**src/rtl/pulse_transmitter_pkg.sv**
```systemverilog
// Shared widths and helpers for the pulse transmitter symbol path.
package pulse_transmitter_pkg;

  localparam int unsigned SYM_W         = 2;
  localparam int unsigned SYMS_PER_WORD = 16;
  localparam int unsigned WORD_W        = 32;
  localparam int unsigned IDX_W         = $clog2(SYMS_PER_WORD);
  localparam int unsigned BSEL_W        = $clog2(WORD_W);

  // Width needed to express 0..depth*SYMS_PER_WORD buffered symbols.
  function automatic int unsigned sym_level_width(input int unsigned depth);
    return $clog2(depth * SYMS_PER_WORD + 1);
  endfunction

endpackage

```
**src/rtl/pulse_transmitter_symbol_feeder_if.sv**
```systemverilog
// CPU write path and transmitter fetch path of the symbol feeder.
interface pulse_transmitter_symbol_feeder_if
  import pulse_transmitter_pkg::*;
#(
  parameter int unsigned DEPTH = 4
);
  localparam int unsigned LEVEL_W = sym_level_width(DEPTH);

  logic [WORD_W-1:0]  wr_data;
  logic               wr_valid;
  logic               wr_ready;
  logic               flush;
  logic               sym_req;
  logic [SYM_W-1:0]   sym_data;
  logic               sym_valid;
  logic [LEVEL_W-1:0] level;
  logic               low_water_irq;
  logic               underflow;
  logic               underflow_clr;

  modport master (
    output wr_data, wr_valid, flush, sym_req, underflow_clr,
    input  wr_ready, sym_data, sym_valid, level, low_water_irq, underflow
  );

  modport slave (
    input  wr_data, wr_valid, flush, sym_req, underflow_clr,
    output wr_ready, sym_data, sym_valid, level, low_water_irq, underflow
  );

endinterface

```
**src/rtl/pulse_transmitter_sync_fifo.sv**
```systemverilog
// Plain synchronous word FIFO with combinational head output and clear.
module pulse_transmitter_sync_fifo #(
  parameter int unsigned WIDTH = 32,
  parameter int unsigned DEPTH = 4
) (
  input  logic                       clk,
  input  logic                       rst,
  input  logic                       clr,
  input  logic                       push,
  input  logic                       pop,
  input  logic [WIDTH-1:0]           din,
  output logic [WIDTH-1:0]           dout,
  output logic [$clog2(DEPTH+1)-1:0] count,
  output logic                       full,
  output logic                       empty
);
  localparam int unsigned PTR_W = $clog2(DEPTH);
  localparam int unsigned CNT_W = $clog2(DEPTH+1);

  logic [WIDTH-1:0] r_mem [DEPTH];
  logic [PTR_W-1:0] r_wr_ptr;
  logic [PTR_W-1:0] r_rd_ptr;
  logic [CNT_W-1:0] r_cnt;
  logic             w_push;
  logic             w_pop;

  assign w_push = push & ~full;
  assign w_pop  = pop & ~empty;

  always_ff @(posedge clk) begin
    if (w_push) r_mem[r_wr_ptr] <= din;
  end

  // Pointers wrap naturally; DEPTH is a power of two.
  always_ff @(posedge clk) begin
    if (rst || clr) begin
      r_wr_ptr <= '0;
      r_rd_ptr <= '0;
      r_cnt    <= '0;
    end else begin
      if (w_push) r_wr_ptr <= r_wr_ptr + PTR_W'(1);
      if (w_pop)  r_rd_ptr <= r_rd_ptr + PTR_W'(1);
      case ({w_push, w_pop})
        2'b10:   r_cnt <= r_cnt + CNT_W'(1);
        2'b01:   r_cnt <= r_cnt - CNT_W'(1);
        default: r_cnt <= r_cnt;
      endcase
    end
  end

  assign dout  = r_mem[r_rd_ptr];
  assign count = r_cnt;
  assign full  = (r_cnt == CNT_W'(DEPTH));
  assign empty = (r_cnt == CNT_W'(0));

endmodule

```
**src/rtl/pulse_transmitter_symbol_feeder.sv**
```systemverilog
// Buffers 32-bit symbol words and unpacks them LSB-first into 2-bit symbols on request.
module pulse_transmitter_symbol_feeder
  import pulse_transmitter_pkg::*;
#(
  parameter int unsigned DEPTH     = 4,
  parameter int unsigned LOW_WATER = 1
) (
  input  logic                                 clk,
  input  logic                                 rst,
  pulse_transmitter_symbol_feeder_if.slave     bus
);
  localparam int unsigned CNT_W   = $clog2(DEPTH+1);
  localparam int unsigned LEVEL_W = sym_level_width(DEPTH);

  logic [WORD_W-1:0] w_head;
  logic [CNT_W-1:0]  w_cnt;
  logic              w_full;
  logic              w_empty;
  logic              w_push;
  logic              w_fire;
  logic              w_pop;
  logic [BSEL_W-1:0] w_bit_sel;
  logic [IDX_W-1:0]  r_sym_idx;
  logic              r_underflow;

  // Flush takes priority over both the write and the fetch in the same cycle.
  assign w_push    = bus.wr_valid & ~w_full & ~bus.flush;
  assign w_fire    = bus.sym_req & ~w_empty & ~bus.flush;
  assign w_pop     = w_fire & (r_sym_idx == IDX_W'(SYMS_PER_WORD-1));
  assign w_bit_sel = BSEL_W'(r_sym_idx) * BSEL_W'(SYM_W);

  pulse_transmitter_sync_fifo #(
    .WIDTH (WORD_W),
    .DEPTH (DEPTH)
  ) u_fifo (
    .clk   (clk),
    .rst   (rst),
    .clr   (bus.flush),
    .push  (w_push),
    .pop   (w_pop),
    .din   (bus.wr_data),
    .dout  (w_head),
    .count (w_cnt),
    .full  (w_full),
    .empty (w_empty)
  );

  // Symbol index wraps to 0 exactly when the head word pops.
  always_ff @(posedge clk) begin
    if (rst || bus.flush) r_sym_idx <= '0;
    else if (w_fire)      r_sym_idx <= r_sym_idx + IDX_W'(1);
  end

  always_ff @(posedge clk) begin
    if (rst)                                         r_underflow <= 1'b0;
    else if (bus.sym_req && w_empty && !bus.flush)   r_underflow <= 1'b1;
    else if (bus.underflow_clr)                      r_underflow <= 1'b0;
  end

  assign bus.wr_ready      = ~w_full;
  assign bus.sym_valid     = ~w_empty;
  assign bus.sym_data      = w_empty ? SYM_W'(0) : w_head[w_bit_sel +: SYM_W];
  assign bus.level         = LEVEL_W'(w_cnt) * LEVEL_W'(SYMS_PER_WORD) - LEVEL_W'(r_sym_idx);
  assign bus.low_water_irq = (w_cnt <= CNT_W'(LOW_WATER));
  assign bus.underflow     = r_underflow;

endmodule

```
**src/flat_wrapper.sv**
```systemverilog
// flat-port wrapper written by rule: the top's interface ports become plain ports
module pulse_transmitter_symbol_feeder_flat import pulse_transmitter_pkg::*;
#(
  parameter int unsigned DEPTH     = 4,
  parameter int unsigned LOW_WATER = 1
)
  (clk, rst, bus_wr_data, bus_wr_valid, bus_flush, bus_sym_req, bus_underflow_clr, bus_wr_ready, bus_sym_data, bus_sym_valid, bus_level, bus_low_water_irq, bus_underflow);
  pulse_transmitter_symbol_feeder_if #(.DEPTH(DEPTH)) bus_i ();
  input  logic clk;
  input  logic rst;
  input wire logic [$bits(bus_i.wr_data)-1:0] bus_wr_data;
  input wire logic [$bits(bus_i.wr_valid)-1:0] bus_wr_valid;
  input wire logic [$bits(bus_i.flush)-1:0] bus_flush;
  input wire logic [$bits(bus_i.sym_req)-1:0] bus_sym_req;
  input wire logic [$bits(bus_i.underflow_clr)-1:0] bus_underflow_clr;
  output wire logic [$bits(bus_i.wr_ready)-1:0] bus_wr_ready;
  output wire logic [$bits(bus_i.sym_data)-1:0] bus_sym_data;
  output wire logic [$bits(bus_i.sym_valid)-1:0] bus_sym_valid;
  output wire logic [$bits(bus_i.level)-1:0] bus_level;
  output wire logic [$bits(bus_i.low_water_irq)-1:0] bus_low_water_irq;
  output wire logic [$bits(bus_i.underflow)-1:0] bus_underflow;
  assign bus_i.wr_data = bus_wr_data;
  assign bus_i.wr_valid = bus_wr_valid;
  assign bus_i.flush = bus_flush;
  assign bus_i.sym_req = bus_sym_req;
  assign bus_i.underflow_clr = bus_underflow_clr;
  assign bus_wr_ready = bus_i.wr_ready;
  assign bus_sym_data = bus_i.sym_data;
  assign bus_sym_valid = bus_i.sym_valid;
  assign bus_level = bus_i.level;
  assign bus_low_water_irq = bus_i.low_water_irq;
  assign bus_underflow = bus_i.underflow;
  pulse_transmitter_symbol_feeder #(.DEPTH(DEPTH), .LOW_WATER(LOW_WATER)) u_core (.clk(clk), .rst(rst), .bus(bus_i));
endmodule
```
**config.mk**
```make
export PLATFORM = sky130hd
export DESIGN_NAME = pulse_transmitter_symbol_feeder_flat
export DESIGN_NICKNAME = d
export VERILOG_FILES = /design/src/rtl/pulse_transmitter_pkg.sv /design/src/rtl/pulse_transmitter_symbol_feeder_if.sv /design/src/rtl/pulse_transmitter_sync_fifo.sv /design/src/rtl/pulse_transmitter_symbol_feeder.sv /design/src/flat_wrapper.sv
export SDC_FILE = /design/constraint.sdc
export NUM_CORES = 1
export LEC_CHECK = 0
export CORE_ASPECT_RATIO = 0.8
export CORE_UTILIZATION = 26
export CTS_CLUSTER_SIZE = 40
export DETAILED_ROUTE_END_ITERATION = 6
export PLACE_DENSITY = 0.39
export SYNTH_ARGS = -nofsm -noshare
export SYNTH_HDL_FRONTEND = slang
export SYNTH_SLANG_ARGS = --single-unit
```
**constraint.sdc**
```tcl
create_clock -name clk -period 4.6 [get_ports clk]
set_input_delay 1.38 -clock clk [delete_from_list [all_inputs] [get_ports clk]]
set_output_delay 1.38 -clock clk [all_outputs]
set_load 0.01 [all_outputs]
```
# Word-level counts from Yosys, hierarchy flattened
# Memories as Yosys holds them, arrays and structs flattened. A register that Yosys moved wholly into a read port is not among the register bits.
# Index checks and enable logic that the tools add are counted.
[word_totals] reg_bits=12 ramBits=128 in_bits=38 output_inout_bits=13 wordCells=43 n_memories=1
[memory_table] memory="u_core.u_fifo.r_mem" depth=4 word_bits=32 rd=1 rd_clocked_by_memory_dff=1 wr=1 line="pulse_transmitter_sync_fifo.sv:20" source="logic [WIDTH-1:0] r_mem [DEPTH];"
[op_classes] add_sub_neg=6 magnitude_cmp=1 eq_ne=4 shift=1 muxes=8 n_bitwise=10 reduce_logical=7
[ops] op="variable part select 32 x 6 -> 2 bit" n=1
[ops] op="AND 1 bit" n=7
[ops] op="subtractor 7 x 4 -> 7 bit" n=1
[ops] op="2-to-1 mux 2 bit" n=3
[ops] op="case mux 3 bit (2 select lines)" n=1
[ops] op="adder 2 x 1 -> 2 bit, second input constant" n=2
[ops] op="adder 4 x 1 -> 4 bit, second input constant" n=1
[ops] op="== test 4 bit, second input constant" n=1
[ops] op="2-to-1 mux 1 bit" n=4
[ops] op="nonzero test 2 bit" n=2
[ops] op="adder 3 x 1 -> 3 bit, second input constant" n=1
[ops] op="== test 3 bit, second input constant" n=1
[ops] op="less-or-equal comparator 3 x 1 -> 1 bit, second input constant" n=1
[ops] op="zero test 3 bit" n=1
[ops] op="inverter 1 bit" n=3
[ops] op="subtractor 3 x 1 -> 3 bit, second input constant" n=1
[ops] op="== test 2 x 1 -> 1 bit, second input constant" n=1
[ops] op="== test 2 bit, second input constant" n=1
[ops] op="logical AND 1 bit" n=2
[ops] op="zero test 1 bit" n=1
[ops] op="logical OR 1 bit" n=1

# Depth between registers and ports, before layout
# Gate-level depths: netlist (run 1).
[depth] word_depth=8 depth_mapped=10 mapped_depth_nobuf=10

# Modules after synthesis
# From an unflattened synthesis (run 1), not the netlist that was laid out.
[hier_totals] hier_cells=291 area_unflattened_um2=5758.0
[modules_own_cells] mod="pulse_transmitter_sync_fifo" n_inst=1 cells_per_inst=223 area_per_inst_um2=5102.4 seq_area_each_um2=4023.9
[modules_own_cells] mod="pulse_transmitter_symbol_feeder" n_inst=1 cells_per_inst=68 area_per_inst_um2=655.6 seq_area_each_um2=100.1

# Worst setup path after synthesis (run 1)
# OpenSTA, ideal clock, no wires.
[synth_timing] path_type="input to register" start="input bus_wr_valid" end="memory u_core.u_fifo.r_mem[0][0], enable pin" setup_time_ps=392 arrival_time_ps=2603 t_required_ps=4208 setup_slack_ps=1605 cell_stages=3 n_path_buf=0 cell_sequence="and2_1 > nor2b_1 > and2_1"
[synth_between] elab_chain_len=5
[synth_lines] element="start: declaration" line="flat_wrapper.sv:12" source="input wire logic [$bits(bus_i.wr_valid)-1:0] bus_wr_valid;"
[synth_lines] element="AND 1 bit (2 in series)" line="pulse_transmitter_symbol_feeder.sv:27" source="assign w_push = bus.wr_valid & ~w_full & ~bus.flush;"
[synth_lines] element="AND 1 bit" line="pulse_transmitter_sync_fifo.sv:27" source="assign w_push = push & ~full;"
[synth_lines] element="2-to-1 mux 1 bit" line="pulse_transmitter_sync_fifo.sv:31" source="if (w_push) r_mem[r_wr_ptr] <= din;"
[synth_lines] element="2-to-1 mux 1 bit (not written as such)" line="pulse_transmitter_sync_fifo.sv:31"
[synth_lines] element="end: declaration" line="pulse_transmitter_sync_fifo.sv:20"
# Every way passes these cells.

# Final worst setup path (run 1)
[layout_timing] start="register u_core.r_sym_idx[1]" end="output bus_sym_data[0]"
[layout_between] elab_chain_len=2
[layout_lines] element="start: declaration" line="pulse_transmitter_symbol_feeder.sv:23" source="logic [IDX_W-1:0] r_sym_idx;"
[layout_lines] element="start signal: assignment" line="pulse_transmitter_symbol_feeder.sv:51" source="else if (w_fire) r_sym_idx <= r_sym_idx + IDX_W'(1);"
[layout_lines] element="variable part select 32 x 6 -> 2 bit" line="pulse_transmitter_symbol_feeder.sv:62" source="assign bus.sym_data = w_empty ? SYM_W'(0) : w_head[w_bit_sel +: SYM_W];"
[layout_lines] element="2-to-1 mux 2 bit" line="pulse_transmitter_symbol_feeder.sv:62"
[layout_lines] element="end: declaration" line="flat_wrapper.sv:17" source="output wire logic [$bits(bus_i.sym_data)-1:0] bus_sym_data;"
# Every way passes these cells.

==> run summary, run 1 <==
Psw = 582.4 µW
Fin. Hold Viols = 0
Setup CP Type = register to output port
crit end category = output port
clk sinks = 142
layout cells sized above 1 = 0.1301
Worst slew margin = 0.4944
hpwl dp = 8122 µm
layout net count = 451
HP Class = register to register
Clock power frac = 0.461
Hold Buf Count CTS = 0
DR vias = 3,058
WP buf/inv = 1
Initial Utilization = 0.2677
CTS root buf = clkbuf_16
number of enable flip-flop cells after synthesis = 128
crit path max fanout = 18
# DRC = 0
cell type of the slowest stage on the worst timing path = dfxtp_1
register area = 0.004125 mm²
die area = 0.02305 mm²
Setup TNS = 0 ns
Post-Synthesis Cell Area = 0.005836 mm²
WL final = 12,650 µm
gr usage total = 0.1193
switching part of the total = 0.2033
grt total ovfl = 0
initial drt markers = 198
Gate power share = 0.038
post-synthesis async set-or-reset flop share = 0
ratio of final minimum period to clock period = 0.9621
ANT nets after route = 0
internal power = 2282 µW
footprint of the multi-input gates = 0.001556 mm²
RSZ-0062 raised after global routing = false
# setup viols final = 0
top cells by area, synth = edfxtp_1 66%, mux2i_1 5.8%, dfxtp_1 4.8%
clock transition at the registers of the reported paths = 0.06 ns
pin count of the biggest net entering global routing = 33
Fillers = 2,132
Slew Limit Fails = 0
row cnt = 48
P per Cell Area = 396.7 mW/mm²
post-synthesis sequential area ratio = 0.7067
max incr delay on CP = 0.81 ns
top cells by count, synth = 128 x edfxtp_1, 34 x mux2i_1, 17 x nor2_1, 14 x a22oi_1, 14 x dfxtp_1
core region area = 0.02180 mm²
Final Skew = 0.006787 ns
min Tclk post-route = 4.426 ns
MaxCap Viol Count = 0
maximum clock frequency = 0.2260 GHz
Yosys top cell area share = 0.6587
mean post-synth cell area = 17.01 µm²
Clock Latency Late Sink = 0.41 ns
worst path cell trace = and2_2 -> a22oi_1 -> and4_1 -> a31oi_1 -> nand3_1 -> a32o_1 -> clkdlybuf4s50_1
# diodes = 0
TritonCTS buffer count = 17
CP required = 3.22 ns
I/O Pins = 51
Port-buffer cells = 50
Placer Congestion = 0.6786
register bit count reported by yosys = 142
Syn-to-layout area delta = 23.74%
vias per cell = 4.277
die height = 136 µm
most common cell in the synthesized netlist = edfxtp_1
CP top delay family = flip-flops
CTS tree = yes
CP Launch Type = register
post-synthesis cell type count = 38
Mapped Cells = 343
Leak = 0.002265 µW
WP data arrival = 3.05 ns
initial antenna violation count = 0
first-pass GRT wire length = 19,560 µm
die width = 169.5 µm
VDD IR max = 0.2094 mV
Slew @ Worst Pin = 0.7573 ns
routed len/inst = 17.69 µm
Mapped Nets = 392
CTS HTree Levels = 4
CTS Buffer Depth = 2
vias in the first global route = 3,213
first drt pass iteration count = 4
post-synth top area cell = edfxtp_1
Warnings, synthesis = 0
part of the power in registers = 0.500
status = finished, final reports clean
worst hold slack = 0.4928 ns
ys flop type = edfxtp_1
## cell usage in the layout, fill, tap and decap left out, drive strengths merged, types with 4 or more instances in the layout
cell	synthesis	routed
edfxtp	128	128
clkdlybuf4s50	0	50
mux2i	34	34
clkbuf	2	19
nor2	18	18
mux4	16	16
a22oi	14	14
dfxtp	14	14
nand2	13	13
ha	11	11
inv	8	10
nand3	9	9
xnor2	8	8
a21oi	8	8
buf	16	8
and2	6	6
clkinv	0	6
nand4	5	5
xor2	5	5
a31oi	4	4
nor2b	4	4
## logic make-up after synthesis
group | Yosys count | synth area share
flip-flops | 142 | 0.7067
AND/OR/NAND/NOR | 67 | 0.05918
multiplexers | 50 | 0.1246
AO/OA/AOI/OAI | 34 | 0.03945
buffers and inverters | 26 | 0.02702
XOR/XNOR | 13 | 0.01951
adder cells (fa/ha/maj) | 11 | 0.02358
## worst reg2reg max path, cell delays in order, from the launching register on
cell      delay [ns]
dfxtp_1         0.43
inv_1           0.13
ha_1            0.26
nand2b_2        0.16
and3b_1         0.33
and4_1          0.33
ha_1            0.32
or3_1           0.36
a21oi_1         0.14
## flip-flops by register name, summed over array words and instances (netlist names), named ones only
signal and cells:
u_core.r_sym_idx 4, u_core.u_fifo.count 3, u_core.u_fifo.r_mem 128, u_core.bus.underflow 1
u_core.u_fifo.r_wr_ptr 2, u_core.u_fifo.r_rd_ptr 2
## layer usage
| metal | part of all wire | GRT usage |
|---|---|---|
| met1 | 0.50 | 0.1655 |
| met2 | 0.45 | 0.1783 |
| met3 | 0.045 | 0.03552 |
| met5 | 0 | 0 |
| met4 | 0.0071 | 0.03754 |
## power by group through the flow
stage	sequential (µW)	combinational (µW)	clock [µW]
2_1_floorplan	1460	40.5	0
3_3_place_gp	1460	111	0
3_5_place_dp	1460	112	0
4_1_cts	1430	113	1360
5_1_grt	1430	122	1410
6_report	1430	109	1320
## path summary, 6_finish.rpt
check / from / end / slack [ns] / cells past startpoint
worst max-delay path: u_core.r_sym_idx[1] / bus_sym_data[0] / 0.17 / 7
worst min-delay path: u_core.bus.underflow / u_core.bus.underflow / 0.49 / 2
worst max register to register: u_core.u_fifo.count[0] / u_core.u_fifo.count[2] / 2.09 / 8
worst min register to register: u_core.bus.underflow / u_core.bus.underflow / 0.49 / 2
## metrics by stage
| stage | worst slack (ns) | power (µW) | area (µm²) | std cells | utilization |
|---|---|---|---|---|---|
| 2_1_floorplan | 1.605 | 1500 | 5836 | 343 | - |
| 6_report | 0.1743 | 2864 | 7221 | 715 | 0.3312 |
| 3_3_place_gp | 0.6399 | 1571 | 6645 | 683 | 0.3048 |
| 3_5_place_dp | 0.5744 | 1573 | 6645 | 683 | 0.3048 |
| 4_1_cts | 0.1025 | 2906 | 7218 | 715 | 0.3311 |
| 5_1_grt | 0.005478 | 2967 | 7221 | 715 | 0.3312 |
## final cells by class
class                   instances  area share
clock buffers                  19     0.05995
clock inverters                13     0.01941
inverters                       8    0.004159
multi-input cells             175      0.2156
flip-flops and latches        142      0.5713
well taps                     300     0.05198
repair buffers                 58     0.07763
## what timing repair did
item / CTS / global route
setup endpoints to repair: 0 / 1
gates resized for setup: 0 / 1
buffers inserted: 0 / 0
Power figures use the tool's default switching activity.
==> run 2: changes to the inputs <==
Settings changed: CTS_BUF_LIST set to sky130_fd_sc_hd__clkbuf_2, HOLD_SLACK_MARGIN set to 0.02.
==> run summary, run 2 (synthesized netlist as in run 1, its figures left out) <==
# diodes = 0
number of flip-flops in the largest register = 128
HP Class = register to register
CTS tree = yes
grt total ovfl = 0
layout cells sized above 1 = 0.1588
min Tclk post-route = 4.405 ns
I/O Pins = 51
# setup viols final = 0
ANT nets after route = 0
MaxCap Viol Count = 0
Leak = 0.002188 µW
P per Cell Area = 323.3 mW/mm²
crit end category = output port
die height = 136 µm
Fin. Hold Viols = 0
pin count of the biggest net entering global routing = 33
vias per cell = 4.241
footprint of the multi-input gates = 0.001554 mm²
Port-buffer cells = 50
clock transition at the registers of the reported paths = 0.20 ns
first-pass GRT wire length = 19,370 µm
core region area = 0.02180 mm²
DP Worst Slack = 0.5744 ns
most common cell after layout, fill and taps aside = edfxtp_1
CP Launch Type = register
DR vias = 3,062
worst path cell trace = buf_4 -> mux4_2 -> nor2b_1 -> a211oi_1 -> nor3_1 -> a32o_1 -> clkdlybuf4s50_1
TritonCTS buffer count = 17
first drt pass iteration count = 4
WL final = 12,640 µm
Worst slew margin = 0.6185
CTS HTree Levels = 4
max incr delay on CP = 0.49 ns
row cnt = 48
Util after Layout = 0.3194
Final Skew = 0.01469 ns
Initial Utilization = 0.2677
register area = 0.004133 mm²
CTS root buf = clkbuf_2
Placed Area = 0.006645 mm²
CP required = 3.22 ns
Placer Congestion = 0.6786
setup ws final = 0.1947 ns
maximum clock frequency = 0.2270 GHz
status = finished, final reports clean
Clock Latency Late Sink = 0.66 ns
Slew @ Worst Pin = 0.5723 ns
ratio of final minimum period to clock period = 0.9577
crit path max fanout = 12
WP data arrival = 3.03 ns
initial drt markers = 234
# DRC = 0
routed len/inst = 17.50 µm
die area = 0.02305 mm²
Syn-to-layout area delta = 19.32%
Setup CP Type = register to output port
clk sinks = 142
RSZ-0062 raised after global routing = false
Slew Limit Fails = 0
cell type of the slowest stage on the worst timing path = clkdlybuf4s50_1
gr usage total = 0.1187
die width = 169.5 µm
initial antenna violation count = 0
post-route cell area = 0.006963 mm²
Setup TNS = 0 ns
vias in the first global route = 3,196
commonest cells after routing, fill and taps aside = 128 x edfxtp_1, 49 x clkdlybuf4s50_1, 34 x mux2i_1
Top reg by flops = u_core.u_fifo.r_mem
CTS Buffer Depth = 2
VDD IR max = 0.1164 mV
Fillers = 2,173
layout net count = 458
hpwl dp = 8122 µm
==> run 2: changes by cell type in the layout (fill, tap and decap cells not counted), sizes merged <==
cell / delta
clkdlybuf4s50: -1
dlymetal6s2s: +1
buf: +7
==> run 2: worst paths after layout <==
path | startpoint | to | slack, ns | cells past startpoint
setup / recovery | register | bus_sym_data[0] | 0.19 | 7
hold / removal | u_core.bus.underflow | u_core.bus.underflow | 0.52 | 2
setup reg to reg | u_core.u_fifo.count[0] | u_core.u_fifo.count[2] | 2.09 | 8
hold reg to reg | u_core.bus.underflow | u_core.bus.underflow | 0.52 | 2
==> run 2: repair_timing <==
| action | CTS | global route |
|---|---|---|
| setup buffers | 0 | 7 |
| hold buffers | 0 | 0 |
| endpoints found under the setup margin | 2 | 2 |
| gates resized for setup | 6 | 8 |
| cloned | 0 | 0 |
==> run 2: cell type report <==
cell class	count	share of cell area
inverter	8	0.004313
clock buffer	19	0.01366
sequential	142	0.5935
tap	300	0.05391
clock inverter	13	0.02013
multi-input combinational	175	0.2232
timing repair buffer	65	0.09128
==> run 2: worst max-delay path, delay by kind of cell, from the launching register on <==
family,cells,cell delay [ns]
buffers and inverters,2,0.63
AO/OA/AOI/OAI,2,0.52
flip-flops,1,0.48
multiplexers,1,0.47
AND/OR/NAND/NOR,2,0.25
==> run 2: per-stage QoR <==
stage	hold WS, ns	cells	power [µW]
after floorplan	0.4847	343	1500
after global placement	0.4780	683	1571
after detailed placement	0.4907	683	1573
after CTS	0.5346	715	2292
after global routing	0.5982	722	2345
final	0.5211	722	2251
==> run 2: report_power, final <==
group	leakage, µW	switching (µW)	internal, µW
clock network	0.000138	457	255
logic	0.000771	54.8	54.6
registers	0.00128	5.49	1430
total	0.00219	517	1730
==> run 2: metal layers <==
layer	routed length, µm	vias to the layer above	global-route usage
met1	6041	1510	0.1633
li1	-	1465	-
met2	5724	80	0.1788
met5	0	-	0
met4	129	0	0.03754
met3	742	7	0.03552
==> run 3: changes to the inputs <==
Settings changed: CORE_UTILIZATION 26 to 60, DONT_BUFFER_PORTS set to 1, PLACE_DENSITY 0.39 to 0.73.
==> run summary, run 3 (synthesized netlist as in run 1, its figures left out) <==
vias per cell = 5.983
M2 GR Usage = 0.3214
total power = 2201 µW
Syn-to-layout area delta = 5.746%
worst path cell trace = nor2b_1 -> a22oi_1 -> and4_1 -> a31oi_1 -> nand3_1 -> a32o_1
reg2reg end = u_core.u_fifo.count[2]
gr usage total = 0.2183
ratio of final minimum period to clock period = 0.9128
vias in the first global route = 2,934
first-pass GRT wire length = 15,740 µm
# DRC = 4
routed len/inst = 21.41 µm
pin count of the biggest net entering global routing = 37
Setup TNS = 0 ns
initial antenna violation count = 0
met3 Track Usage GR = 0.07552
P per Cell Area = 356.7 mW/mm²
# setup viols final = 0
die height = 90.21 µm
CTS tree = yes
die width = 112.3 µm
ANT nets after route = 0
Util after Layout = 0.6685
DR vias = 2,872
cell type of the slowest stage on the worst timing path = dfxtp_1
row cnt = 31
VDD IR max = 0.3104 mV
WP data arrival = 2.82 ns
Final Skew = 0.02122 ns
Fin. Hold Viols = 0
hpwl dp = 6584 µm
CP Launch Type = register
clock transition at the registers of the reported paths = 0.21 ns
Slew @ Worst Pin = 0.6825 ns
I/O Pins = 51
setup bufs post-CTS = 0
crit path max fanout = 13
Hold Buf Count CTS = 0
most common cell after layout, fill and taps aside = edfxtp_1
Most Crowded Layer GR = met2
post-cts resize count = 0
CTS HTree Levels = 4
R2R Path Start = u_core.u_fifo.count[0]
Leak = 0.001943 µW
Top reg by flops = u_core.u_fifo.r_mem
die area = 0.01013 mm²
Placer Congestion = 0.8299
number of flip-flops in the largest register = 128
crit end category = output port
hold path startpoint = u_core.u_fifo.r_rd_ptr[0]
failing checks = design-rule violations
TritonCTS buffer count = 17
cells on worst reg2reg path = 9
clk sinks = 142
status = complete, but fails checks
Port-buffer cells = 0
grt total ovfl = 0
Initial Utilization = 0.6321
Setup CP Type = register to output port
CTS Buffer Depth = 2
RSZ-0062 raised after global routing = false
FF-to-FF setup slack = 2.07 ns
commonest cells after routing, fill and taps aside = 128 x edfxtp_1, 34 x mux2i_1, 17 x nor2_1, 17 x clkbuf_2, 14 x a22oi_1
core region area = 0.009231 mm²
Hold EP = u_core.u_fifo.r_rd_ptr[0]
maximum clock frequency = 0.2382 GHz
initial drt markers = 212
HP Class = register to register
CTS root buf = clkbuf_2
layout net count = 401
Slew Limit Fails = 0
CP top delay family = simple AND/OR/NAND/NOR gates
# diodes = 0
M1 GR Usage = 0.3000
layout cells sized above 1 = 0.1479
WHS Path Cells = 2
CP required = 3.22 ns
min Tclk post-route = 4.199 ns
MaxCap Viol Count = 0
Worst slew margin = 0.5444
max incr delay on CP = 0.70 ns
first drt pass iteration count = 7
Clock Latency Late Sink = 0.67 ns
WP buf/inv = 0
WL final = 10,280 µm
[run 3: worst max path at each step]
stage               slack [ns]                         to  depth (start not counted)         start
global route              0.21            bus_sym_data[0]                          6      register
finish                    0.40            bus_sym_data[0]                          6      register
global placement          1.13            bus_sym_data[0]                          6      register
floorplan                 1.60  u_core.u_fifo.r_mem[0][0]                          3  bus_wr_valid
CTS                       0.35            bus_sym_data[1]                          5      register
detailed placement        1.13            bus_sym_data[0]                          6      register
[run 3: layout make-up]
| class | count | area [µm²] |
|---|---|---|
| inverters | 8 | 30.03 |
| well taps | 115 | 143.9 |
| flip-flops and latches | 142 | 4125 |
| repair buffers | 8 | 72.57 |
| clock inverters | 15 | 160.2 |
| clock buffers | 17 | 85.08 |
| multi-input cells | 175 | 1554 |
| fillers | 633 | 3060 |
[run 3: per-layer routing]
layer  vias to the layer above  wire, µm
met5                         -         0
met4                         0       133
met3                        15       892
met2                       109      4768
met1                      1391      4481
li1                       1357         -
[run 3: through the flow]
step	std cells	setup slack (ns)	hold slack, ns	area, µm²
2_1_floorplan	343	1.605	0.4847	5836
3_5_place_dp	448	1.128	0.5063	5926
6_report	480	0.4013	0.5722	6171
4_1_cts	480	0.3533	0.5652	6171
5_1_grt	480	0.2097	0.6021	6171
3_3_place_gp	448	1.131	0.5209	5926
[run 3: report_power, final]
group / switching (µW) / total (µW) / internal (µW) / leakage [µW]
clock: 457 / 713 / 256 / 0.000137
sequential: 5.87 / 1430 / 1430 / 0.00128
combinational: 34.8 / 55.1 / 20.2 / 0.000529
total: 498 / 2200 / 1700 / 0.00194
[run 3: worst register-to-register path, delay by kind of cell (launching register included)]
kind	cells	cell delay, ns
simple gates	4	1.04
compound gates	1	0.14
flops	1	0.47
buf+inv	2	0.21
fa+ha+maj	2	0.63
